**config.mk**
```make
export PLATFORM = sky130hd
export DESIGN_NAME = fifo_byte_tx
export DESIGN_NICKNAME = d
export VERILOG_FILES = /design/src/rtl/fifo_byte_tx.sv
export SDC_FILE = /design/constraint.sdc
export NUM_CORES = 1
export LEC_CHECK = 0
export CORE_MARGIN = 1
export CORE_UTILIZATION = 50
export CTS_BUF_LIST = sky130_fd_sc_hd__clkbuf_16
export DETAILED_ROUTE_END_ITERATION = 6
export DONT_BUFFER_PORTS = 1
export GPL_TIMING_DRIVEN = 0
export PLACE_DENSITY_LB_ADDON = 0.05
export SETUP_SLACK_MARGIN = 0.1
export SLEW_MARGIN = 20
export SYNTH_ARGS = -nofsm -noshare
export SYNTH_HDL_FRONTEND = slang
export SYNTH_SLANG_ARGS = --single-unit
```
**constraint.sdc**
```tcl
create_clock -name clk -period 2.68 [get_ports clk]
set_clock_uncertainty 0.15 [all_clocks]
set_input_delay 0.536 -clock clk [delete_from_list [all_inputs] [get_ports clk]]
set_output_delay 0.536 -clock clk [all_outputs]
set_load 0.05 [all_outputs]
```
**src/rtl/fifo_byte_tx.sv**
```systemverilog
// fifo_byte_tx -- drain side of the bus FIFO.
//
// Pops 32-bit words from the FIFO read port and serialises each one as four
// bytes on an 8-bit valid/ready stream. Back-to-back words are sent with no
// idle cycle between them: the next word is popped on the same edge that
// accepts the last byte of the current one.
//
// Parameters:
//   MSB_FIRST    1: byte [31:24] goes first; 0: byte [7:0] goes first
// Ports:
//   clk          rising-edge clock
//   reset        asynchronous active-high reset
//   out_fifo     FIFO head word (valid while empty = 0)
//   empty        FIFO empty flag
//   read_fifo_en pop strobe to the FIFO (combinational)
//   tx_data      current byte
//   tx_valid     tx_data is valid
//   tx_ready     downstream accepts the byte
//   tx_last      marks the 4th byte of a word
//   busy         a word is held (same as tx_valid)
//   words_sent   count of completed words, wraps at 16 bits
module fifo_byte_tx #(
  parameter int MSB_FIRST = 1
) (
  input  logic        clk,
  input  logic        reset,
  input  logic [31:0] out_fifo,
  input  logic        empty,
  output logic        read_fifo_en,
  output logic [7:0]  tx_data,
  output logic        tx_valid,
  input  logic        tx_ready,
  output logic        tx_last,
  output logic        busy,
  output logic [15:0] words_sent
);

  typedef enum logic {
    IDLE = 1'b0,
    SEND = 1'b1
  } state_t;

  state_t      state_reg;
  logic [31:0] hold_reg;
  logic [1:0]  byte_idx_reg;
  logic [15:0] words_sent_reg;

  logic       loaded;
  logic       xfer;
  logic       last_beat;
  logic [7:0] lane [4];

  assign loaded    = (state_reg == SEND);
  assign xfer      = loaded & tx_ready;
  assign last_beat = (byte_idx_reg == 2'd3);

  // Pop when idle, or when the final byte of the held word is being accepted
  // so the next word follows without a bubble. Held low during reset so the
  // FIFO never advances while this block is clearing.
  assign read_fifo_en = ~reset & ~empty & (~loaded | (xfer & last_beat));

  // lane[k] is the byte sent at byte_idx == k.
  generate
    for (genvar gi = 0; gi < 4; gi++) begin : g_lane
      if (MSB_FIRST != 0) begin : g_msb
        assign lane[gi] = hold_reg[31 - 8*gi -: 8];
      end else begin : g_lsb
        assign lane[gi] = hold_reg[8*gi +: 8];
      end
    end
  endgenerate

  // Output byte depends only on registers, never on tx_ready.
  assign tx_data    = lane[byte_idx_reg];
  assign tx_valid   = loaded;
  assign tx_last    = loaded & last_beat;
  assign busy       = loaded;
  assign words_sent = words_sent_reg;

  always_ff @(posedge clk or posedge reset) begin
    if (reset) begin
      state_reg      <= IDLE;
      hold_reg       <= 32'h0;
      byte_idx_reg   <= 2'd0;
      words_sent_reg <= 16'h0;
    end else begin
      case (state_reg)
        IDLE: begin
          if (read_fifo_en) begin
            hold_reg     <= out_fifo;
            byte_idx_reg <= 2'd0;
            state_reg    <= SEND;
          end
        end
        SEND: begin
          if (xfer) begin
            if (last_beat) begin
              words_sent_reg <= words_sent_reg + 16'd1;
              if (read_fifo_en) begin
                // Back-to-back: reload on the same edge as the last accept.
                hold_reg     <= out_fifo;
                byte_idx_reg <= 2'd0;
              end else begin
                state_reg <= IDLE;
              end
            end else begin
              byte_idx_reg <= byte_idx_reg + 2'd1;
            end
          end
        end
        default: state_reg <= IDLE;
      endcase
    end
  end

endmodule

```
* Word level (Yosys, flattened, before mapping)
Cells that the tools add are included.
** Operators by class
- Add/subtract/negate cells :: 2
- Magnitude comparators :: 1
- Equality and inequality tests :: 3
- Mux-type cells :: 15
- Bitwise logic cells :: 10
- Reduce and logical (&&, ||, !) cells :: 2
** Operator list (count)
- 32-bit 2-to-1 mux :: 3
- 32-bit case mux with 2 select lines :: 1
- 16-bit by 1-bit adder with 16-bit output (second input constant) :: 1
- 8-bit binary-select mux with 2-bit select :: 1
- 8-bit 2-to-1 mux :: 2
- 2-bit 2-to-1 mux :: 3
- 1-bit bitwise AND :: 5
- 2-bit by 1-bit inequality test with 1-bit output (second input constant) :: 2
- 2-bit case mux with 2 select lines :: 1
- 3-bit >= comparator (second input constant) :: 1
- 1-bit 2-to-1 mux :: 3
- 1-bit NOT :: 3
- 2-bit NOT with 3-bit output :: 1
- 3-bit AND reduction :: 1
- 2-bit by 1-bit adder with 2-bit output (second input constant) :: 1
- 2-bit == test (second input constant) :: 1
- 1-bit case mux with 2 select lines :: 1
- 2-bit AND reduction :: 1
- 1-bit bitwise OR :: 1
** Storage, ports and cells
- Register bits :: 51
- Output and inout bits :: 28
- Word-level logic and storage cells :: 37

* Longest topological paths before layout
Gate-level depths: netlist of the first run.
- Depth after elaboration :: 8
- Mapped depth :: 5

* Worst setup path before layout of the first run
No wires, ideal clock.
- Path type :: register -> output
- From :: reg state_reg, in the netlist busy
- To :: out tx_last
- Arrival time :: 1.359 ns
- Path slack :: 0.635 ns
- Cell stages (with the launch flop) :: 3
- Path buffers :: 1
- Cells stage by stage :: dfrtp_1 -> buf_2 -> and2_1
** On the way
- Longest elaborated chain between the ends :: 1
** Ends and longest elaborated chain
- from (decl) :: line 43 : state_t state_reg;
- from (signal assigned) :: line 82 : state_reg <= IDLE;
- from (signal assigned) :: line 92 : state_reg <= SEND;
- from (signal assigned) :: line 104 : state_reg <= IDLE;
- 1-bit bitwise AND :: line 76 : assign tx_last = loaded & last_beat;
- to (decl) :: line 33 : output logic tx_last,
No other way between the ends.

* Worst setup path after layout of the first run
- From :: reg byte_idx_reg[1]
- To :: out tx_data[0]
** On the way
- Longest elaborated chain between the ends :: 4
** Ends and longest elaborated chain
- from (decl) :: line 45 : logic [1:0] byte_idx_reg;
- from (signal assigned) :: line 107 : byte_idx_reg <= byte_idx_reg + 2'd1;
- 2-bit NOT with 3-bit output (not written as such) :: line 74 : assign tx_data = lane[byte_idx_reg];
- 8-bit binary-select mux with 2-bit select :: line 74
- 8-bit 2-to-1 mux (not written as such) (2 in series) :: line 74
- to (decl) :: line 30 : output logic [7:0] tx_data,
No other way between the ends. The select of a mux whose other input is x is not followed.

==> qor.csv, run 1 <==
metric,value,unit
status,completed,
Post-Syn Area,2300,µm²
Synth Instances,158,
P_leak,1.09,nW
largest net degree at the start of global routing,29,
final hold viol count,0,
Worst R2R Start,busy,
post-synthesis average cell area,14.6,µm²
Worst setup EP type,primary output,
Std-Cell Rows,24,
fin crit share,90.6,%
Synth Area in Adders,1.09,%
fin. max-slew vios,0,
DRC viols,0,
CTS tree,built,
per-cell routed wire length,19.4,µm
WP data required,1.99,ns
"FF+latch count, synth",51,
YS warnings,0,
FMAX,412,MHz
R2R depth,5,
PwrDens,1280,nW/µm²
minimum clock period,2.43,ns
Via Count,1282,
Max Cap Violations,0,
Post-synth ARST share,100,%
Netlist cell types,30,
CTS Buf Count,5,
RSZ-0062 raised after global routing,false,
RePlAce Congestion,0.724,
postcts setup bufs,0,
max incr delay on CP,0.58,ns
max reg flops,32,
n_diodes,0,
CP max-delay cell,mux4_2,
worst reg2reg path endpoint,words_sent[11],
H-Tree Depth,2,
number of global-route vias before repair,1408,
Setup TNS Final,0,ns
Ports,64,
main combinational cell family by area after synthesis,multiplexers,
cts repair resizes,0,
DP HPWL,3030,µm
Total GRT Usage,19.2,%
total grt overflow,0,
hold_buf cts,0,
Compound-Gate Fraction of Synth Area,2.39,%
final WL,4250,µm
fillers,370,
clk slew on worst S/H paths,0.06,ns
largest area contributor in the netlist,dfrtp_1,
CTS sink cnt,51,
crit path DAT,1.74,ns
HP Class,in -> async,
worst-margin pin slew,0.683,ns
post-route ant nets,0,
Post-Synth Simple-Gate Area,8.21,%
mux share of post-synthesis cell area,23.9,%
"non-filler cells, final",219,
first-pass GRT wire length,7020,µm
Final Net Count,204,
Yosys top cell area share,55.5,%
"count leader, synth",dfrtp_1,
dpl cells,211,
synth top area cells,"dfrtp_1 55%, mux2_2 14%, mux4_2 7.8%, xnor2_1 4.6%, nand2_1 1.6%",
die width,69.8,µm
Area Overhead vs Synth,9.84,%
CP Class,reg -> out,
Post-Synth XOR/XNOR Area,5.71,%
"EDFF count, synth",0,
CP Launch Type,flop,
Core ar.,4380,µm²
total die area,4880,µm²
Overall Power,3.24,mW
Worst-Skew Late Latency,0.28,ns
syn nets,196,
antenna violations before repair,0,
Relative slew margins,54.5,%
crit path max fanout,10,
layout cells sized above 1,34.1,%
Max IR drop VDD,624,µV
Port Buf Inserts,0,
starting density of the core,52.5,%
synth cell count leaders,"51 x dfrtp_1, 29 x mux2_2, 12 x xnor2_1, 10 x nand2_1, 8 x mux4_2",
vias per inst,5.85,
CTS root buf,clkbuf_16,
most common flop cell mapped by yosys,dfrtp_1,
Initial DRT Pass Iterations,4,
Reg2Reg Setup Slack,0.54,ns
"critical path, cell by cell",clkbuf_1 -> mux4_2,
Finish-stage setup viols,0,
sequential area share after synthesis,55.5,%
Detailed Route Iter0 Violations,82,
die height,69.8,µm
clock buffer depth,2,
==> through the flow <==
stage | cell area (µm²) | worst slack (ns) | util [%] | hold slack (ns)
CTS | 2530 | 0.248 | 57.6 | 0.0357
detailed placement | 2390 | 0.551 | 54.4 | 0.325
global placement | 2370 | 0.287 | 54.0 | 0.313
floorplan | 2300 | 0.635 | - | 0.302
finish | 2530 | 0.251 | 57.6 | 0.0188
global route | 2530 | 0.195 | 57.6 | 0.0549
==> logic make-up (layout without fill, tap and decap cells) <==
family                     count (synthesis)  after routing
and+or+nand+nor                           31             31
AOI/OAI and AO/OA                          6              6
xor gates and xnor gates                  15             15
DFF                                       51             51
adders and majority gates                  2              2
buffers and inverters                     12             21
muxes                                     41             41
==> layout by cell type, fill, tap and decap left out, drive strengths merged <==
| cell type | instances |
|---|---|
| dfrtp | 51 |
| mux2 | 32 |
| xnor2 | 12 |
| nand2 | 11 |
| mux4 | 8 |
| buf | 7 |
| inv | 6 |
| clkbuf | 6 |
| nand3 | 5 |
| nor2 | 4 |
| and3 | 3 |
| nand4 | 3 |
| xor2 | 3 |
| a22o | 2 |
| ha | 2 |
| nor4 | 2 |
| mux2i | 1 |
| a21oi | 1 |
| a21boi | 1 |
| and2 | 1 |
| a21o | 1 |
| or2 | 1 |
| and4 | 1 |
| o22ai | 1 |
| clkinvlp | 1 |
| clkinv | 1 |
==> power by group <==
group          internal (mW)  leakage [nW]  total (mW)  switching (mW)
sequential              1.06         0.633        1.33           0.269
combinational          0.504         0.382        1.32           0.812
clock                  0.341        0.0710       0.602           0.261
==> worst max-delay path by stage <==
stage | depth (start not counted) | endpoint | startpoint
after floorplan | 2 | tx_last | busy
after global placement | 1 | hold_reg[10] | reset
after detailed placement | 5 | words_sent[15] | busy
after CTS | 2 | tx_data[5] | byte_idx_reg[1]
after global routing | 2 | tx_data[5] | byte_idx_reg[1]
final | 2 | tx_data[0] | byte_idx_reg[1]
==> metal layers <==
metal | vias up | wire, µm | global-route usage [%]
met4 | 0 | 54 | 6.44
met1 | 652 | 1820 | 24.5
met3 | 7 | 334 | 7.41
met5 | - | 0 | 0
met2 | 48 | 2030 | 30.0
li1 | 575 | - | -
==> critical path: cells and delay by family, from the launching register on <==
family	cells	cell delay, ns
multiplexers	1	0.58
buffers and inverters	1	0.53
flip-flops	1	0.35
==> layout make-up <==
type                            instances  area (µm²)  share of cell area [%]
Sequential cell                        51        1280                    50.5
Multi-Input combinational cell         95         951                    37.6
Clock buffer                            5         125                    4.95
Tap cell                               52        65.1                    2.57
Buffer                                  7        55.1                    2.18
Timing Repair Buffer                    1        20.0                   0.792
Inverter                                5        18.8                   0.743
Clock inverter                          3        16.3                   0.644
(Power assumes the default switching activity.)
==> run 2: changes to the inputs <==
--- a/config.mk
+++ b/config.mk
@@ -5,6 +5,7 @@
 export SDC_FILE = /design/constraint.sdc
 export NUM_CORES = 1
 export LEC_CHECK = 0
+export CORE_ASPECT_RATIO = 1.4
 export CORE_MARGIN = 1
 export CORE_UTILIZATION = 50
 export CTS_BUF_LIST = sky130_fd_sc_hd__clkbuf_16
@@ -13,7 +14,7 @@
 export GPL_TIMING_DRIVEN = 0
 export PLACE_DENSITY_LB_ADDON = 0.05
 export SETUP_SLACK_MARGIN = 0.1
-export SLEW_MARGIN = 20
+export SLEW_MARGIN = 25
 export SYNTH_ARGS = -nofsm -noshare
 export SYNTH_HDL_FRONTEND = slang
 export SYNTH_SLANG_ARGS = --single-unit
==> constraint.sdc (replaced) <==
create_clock -name clk -period 2.84 [get_ports clk]
set_clock_uncertainty 0.15 [all_clocks]
set_input_delay 0.568 -clock clk [delete_from_list [all_inputs] [get_ports clk]]
set_output_delay 0.568 -clock clk [all_outputs]
set_load 0.05 [all_outputs]
==> run 2 against run 1 <==
Net effect: critical path depth unchanged; sequential share of layout area decreased by 0.54 points; sequential cell count unchanged; total power decreased by 3.3%; core utilization increased by 1.6 points; combinational power decreased by 7%; global-route usage decreased by 0.59 points; die area about the same; count of clock-buffer cells in the layout unchanged; routed wire length decreased by 3.5%; cell count increased by 3.2%; largest cell class unchanged.
==> qor.csv, run 2 (same netlist as run 1, synthesis figures left out) <==
metric,value,unit
postcts setup bufs,0,
CTS Buf Count,5,
Placed Instance Area,2400,µm²
design area,2550,µm²
fin crit share,85.5,%
RePlAce Congestion,0.731,
CP Launch Type,flop,
most frequent cells in the layout,"51 x dfrtp_1, 29 x mux2_2, 12 x xnor2_1",
worst reg2reg path endpoint,words_sent[11],
PwrDens,1230,nW/µm²
clk slew on worst S/H paths,0.06,ns
Area Overhead vs Synth,11.0,%
CTS sink cnt,51,
FMAX,412,MHz
Worst-Skew Late Latency,0.28,ns
HP Class,in -> async,
Core ar.,4310,µm²
crit path DAT,1.71,ns
number of global-route vias before repair,1340,
Std-Cell Rows,28,
n_diodes,0,
crit path max fanout,8,
Seq. cell area,1280,µm²
fin. max-slew vios,0,
minimum clock period,2.43,ns
area taken by multi-input logic gates,951,µm²
per-cell routed wire length,18.1,µm
Initial DRT Pass Iterations,4,
starting density of the core,53.4,%
Via Count,1266,
post-route ant nets,0,
Worst R2R Start,busy,
total grt overflow,0,
Setup TNS Final,0,ns
max reg flops,32,
Max Cap Violations,0,
antenna violations before repair,0,
cts repair resizes,0,
CP Class,reg -> out,
total die area,4880,µm²
CTS root buf,clkbuf_16,
Ports,64,
Worst setup EP type,primary output,
hold_buf cts,0,
RSZ-0062 raised after global routing,false,
clock buffer depth,2,
P_leak,1.10,nW
Overall Power,3.13,mW
Port Buf Inserts,0,
final hold viol count,0,
status,completed,
Final Net Count,204,
Finish-stage setup viols,0,
H-Tree Depth,2,
die width,59.3,µm
Relative slew margins,58.4,%
Max IR drop VDD,701,µV
"commonest non-fill, non-tap cell in the layout",dfrtp_1,
layout cells sized above 1,33.7,%
Reg2Reg Setup Slack,0.72,ns
Total GRT Usage,18.6,%
fillers,368,
worst-margin pin slew,0.624,ns
dpl cells,219,
"non-filler cells, final",226,
first-pass GRT wire length,6490,µm
final WL,4100,µm
largest net degree at the start of global routing,30,
WP data required,2.12,ns
R2R depth,5,
hold_ws,0.0416,ns
vias per inst,5.60,
CTS tree,built,
die height,82.3,µm
DRC viols,0,
DP HPWL,3040,µm
Detailed Route Iter0 Violations,52,
[run 2: cell count changes in the layout (fill, tap and decap cells not counted), sizes merged]
cell      change
bufinv        +1
clkinv        -1
clkinvlp      -1
[run 2: stage by stage]
stage / setup slack, ns / util [%]
floorplan: 0.763 / -
global placement: 0.458 / 55.1
detailed placement: 0.710 / 55.6
CTS: 0.394 / 59.3
global route: 0.359 / 59.3
finish: 0.412 / 59.3
[run 2: worst max-delay path, cell delays in order (launching register included)]
cell	delay [ns]
dfrtp_1	0.64
buf_2	0.32
and2_1	0.47
[run 2: worst max-delay path by stage]
stage                     start          end  slack [ns]  cells past startpoint
final                      busy      tx_last        0.41                      2
after global routing       busy      tx_last        0.36                      2
after CTS                  busy      tx_last        0.39                      2
after detailed placement   busy      tx_last        0.71                      2
after global placement    reset  hold_reg[1]        0.46                      1
after floorplan            busy      tx_last        0.76                      2
[run 2: per-layer routing]
layer  GRT usage (%)  share of wire (%)  wire (µm)
met1            20.5                 37       1530
met4            7.14                1.4         58
met5               0                  0          0
met3            5.14                5.9        241
met2            33.4                 55       2270
[run 2: power by group]
part	internal, mW	switching, mW
Combinational	0.474	0.758
Sequential	0.998	0.259
Clock	0.407	0.239
Total	1.88	1.26
[run 2: area by class of cell]
class / instances / area share [%]
buffer: 7 / 2.15
clock buffer: 5 / 4.90
clock inverter: 2 / 1.32
inverter: 5 / 0.735
multi-input combinational: 95 / 37.2
sequential: 51 / 50.0
tap: 60 / 2.94
timing repair buffer: 1 / 0.784
==> run 3: changes to the inputs <==
--- a/config.mk
+++ b/config.mk
@@ -12,7 +12,7 @@
 export DETAILED_ROUTE_END_ITERATION = 6
 export DONT_BUFFER_PORTS = 1
 export GPL_TIMING_DRIVEN = 0
-export PLACE_DENSITY_LB_ADDON = 0.05
+export PLACE_DENSITY = 0.75
 export SETUP_SLACK_MARGIN = 0.1
 export SLEW_MARGIN = 25
 export SYNTH_ARGS = -nofsm -noshare
==> run 3 against run 2 <==
Net effect: worst hold slack lost 0.039 ns; sequential cell count did not move; sequential share of layout area rose by 0.15 points; count of clock-buffer cells in the layout stayed put; total power decreased by 1.3%; core utilization decreased by 0.17 points; routed wire length rose by 1.9%; critical path depth is the same; global-route usage increased by 0.71 points; register-to-register slack got worse by 0.03 ns; via count rose by 0.63%; sequential power barely moved; highest routed layer unchanged.
==> qor.csv, run 3 (same netlist as run 1, synthesis figures left out) <==
metric,value,unit
CP Launch Type,flop,
CTS root buf,clkbuf_16,
Setup TNS Final,0,ns
crit path DAT,1.74,ns
"commonest non-fill, non-tap cell in the layout",dfrtp_1,
Detailed Route Iter0 Violations,91,
Final Net Count,204,
clk slew on worst S/H paths,0.07,ns
per-cell routed wire length,18.4,µm
status,completed,
Area Overhead vs Synth,10.7,%
postcts setup bufs,0,
P_leak,1.09,nW
Total GRT Usage,19.3,%
total grt overflow,0,
post-route ant nets,0,
Finish-stage setup viols,0,
RSZ-0062 raised after global routing,false,
Std-Cell Rows,28,
WP data required,2.12,ns
crit path max fanout,8,
Ports,64,
total die area,4880,µm²
PwrDens,1210,nW/µm²
number of global-route vias before repair,1442,
DRC viols,0,
worst-margin pin slew,0.622,ns
most frequent cells in the layout,"51 x dfrtp_1, 29 x mux2_2, 12 x xnor2_1",
starting density of the core,53.4,%
CTS sink cnt,51,
die width,59.3,µm
HP Class,in -> async,
Via Count,1274,
Initial DRT Pass Iterations,4,
cts repair resizes,0,
final WL,4180,µm
Max IR drop VDD,757,µV
CTS Buf Count,5,
CTS tree,built,
Worst R2R Start,busy,
fillers,358,
n_diodes,0,
hold_buf cts,0,
die height,82.3,µm
minimum clock period,2.46,ns
RePlAce Congestion,0.657,
clock buffer depth,2,
H-Tree Depth,2,
Core ar.,4310,µm²
Port Buf Inserts,0,
Setup WS pre-CTS,0.678,ns
crit path from,busy,
fin. max-slew vios,0,
Worst-Skew Late Latency,0.28,ns
min setup slack post-route,0.377,ns
final hold viol count,0,
layout cells sized above 1,34.7,%
vias per inst,5.61,
Seq. cell area,1280,µm²
DP HPWL,3180,µm
first-pass GRT wire length,6840,µm
fin crit share,86.7,%
largest net degree at the start of global routing,34,
CP Class,reg -> out,
Relative slew margins,58.5,%
area taken by multi-input logic gates,951,µm²
FMAX,406,MHz
Worst setup EP type,primary output,
max reg flops,32,
Max Cap Violations,0,
antenna violations before repair,0,
==> run 3: metrics by stage <==
step	hold slack (ns)	cells	power (mW)	instance area (µm²)	util (%)
2_1_floorplan	0.302	158	2.34	2300	-
3_3_place_gp	0.313	218	2.46	2380	55.1
3_5_place_dp	0.321	219	2.53	2400	55.6
4_1_cts	0.00690	227	3.13	2550	59.1
5_1_grt	0.0367	227	3.26	2550	59.1
6_report	0.00265	227	3.09	2550	59.1
==> run 3: power by group <==
part           internal, mW  total, mW  leakage, nW  switching (mW)
Combinational         0.475       1.24        0.382           0.761
Sequential            0.997       1.26        0.633           0.261
Clock                 0.334      0.600       0.0748           0.266
==> run 3: cell type report <==
cell class                      instances  share of cell area [%]
Multi-Input combinational cell         95                    37.3
Inverter                                5                   0.737
Clock buffer                            5                    4.91
Clock inverter                          3                    1.03
Tap cell                               60                    2.95
Sequential cell                        51                    50.1
Buffer                                  7                    2.16
Timing Repair Buffer                    1                   0.786
==> run 3: worst paths after layout <==
check	end	slack, ns	cells after the start
hold reg to reg	hold_reg[27]	0.34	1
setup reg to reg	words_sent[11]	0.69	5
max in group asynchronous	hold_reg[4]	2.03	2
min in group clk	hold_reg[27]	0.27	1
setup / recovery	tx_last	0.38	2
hold / removal	hold_reg[29]	0.003	1
==> run 3: worst max-delay path, stage by stage, from the launching register on <==
cell	delay [ns]
dfrtp_1	0.67
buf_2	0.31
and2_1	0.47
==> run 3: routing by layer <==
layer / routed length [µm] / global-route usage, % / up-vias
li1: - / - / 571
met1: 1550 / 20.8 / 654
met2: 2340 / 35.1 / 47
met3: 256 / 5.76 / 2
met4: 26 / 6.90 / 0
met5: 0 / 0 / -
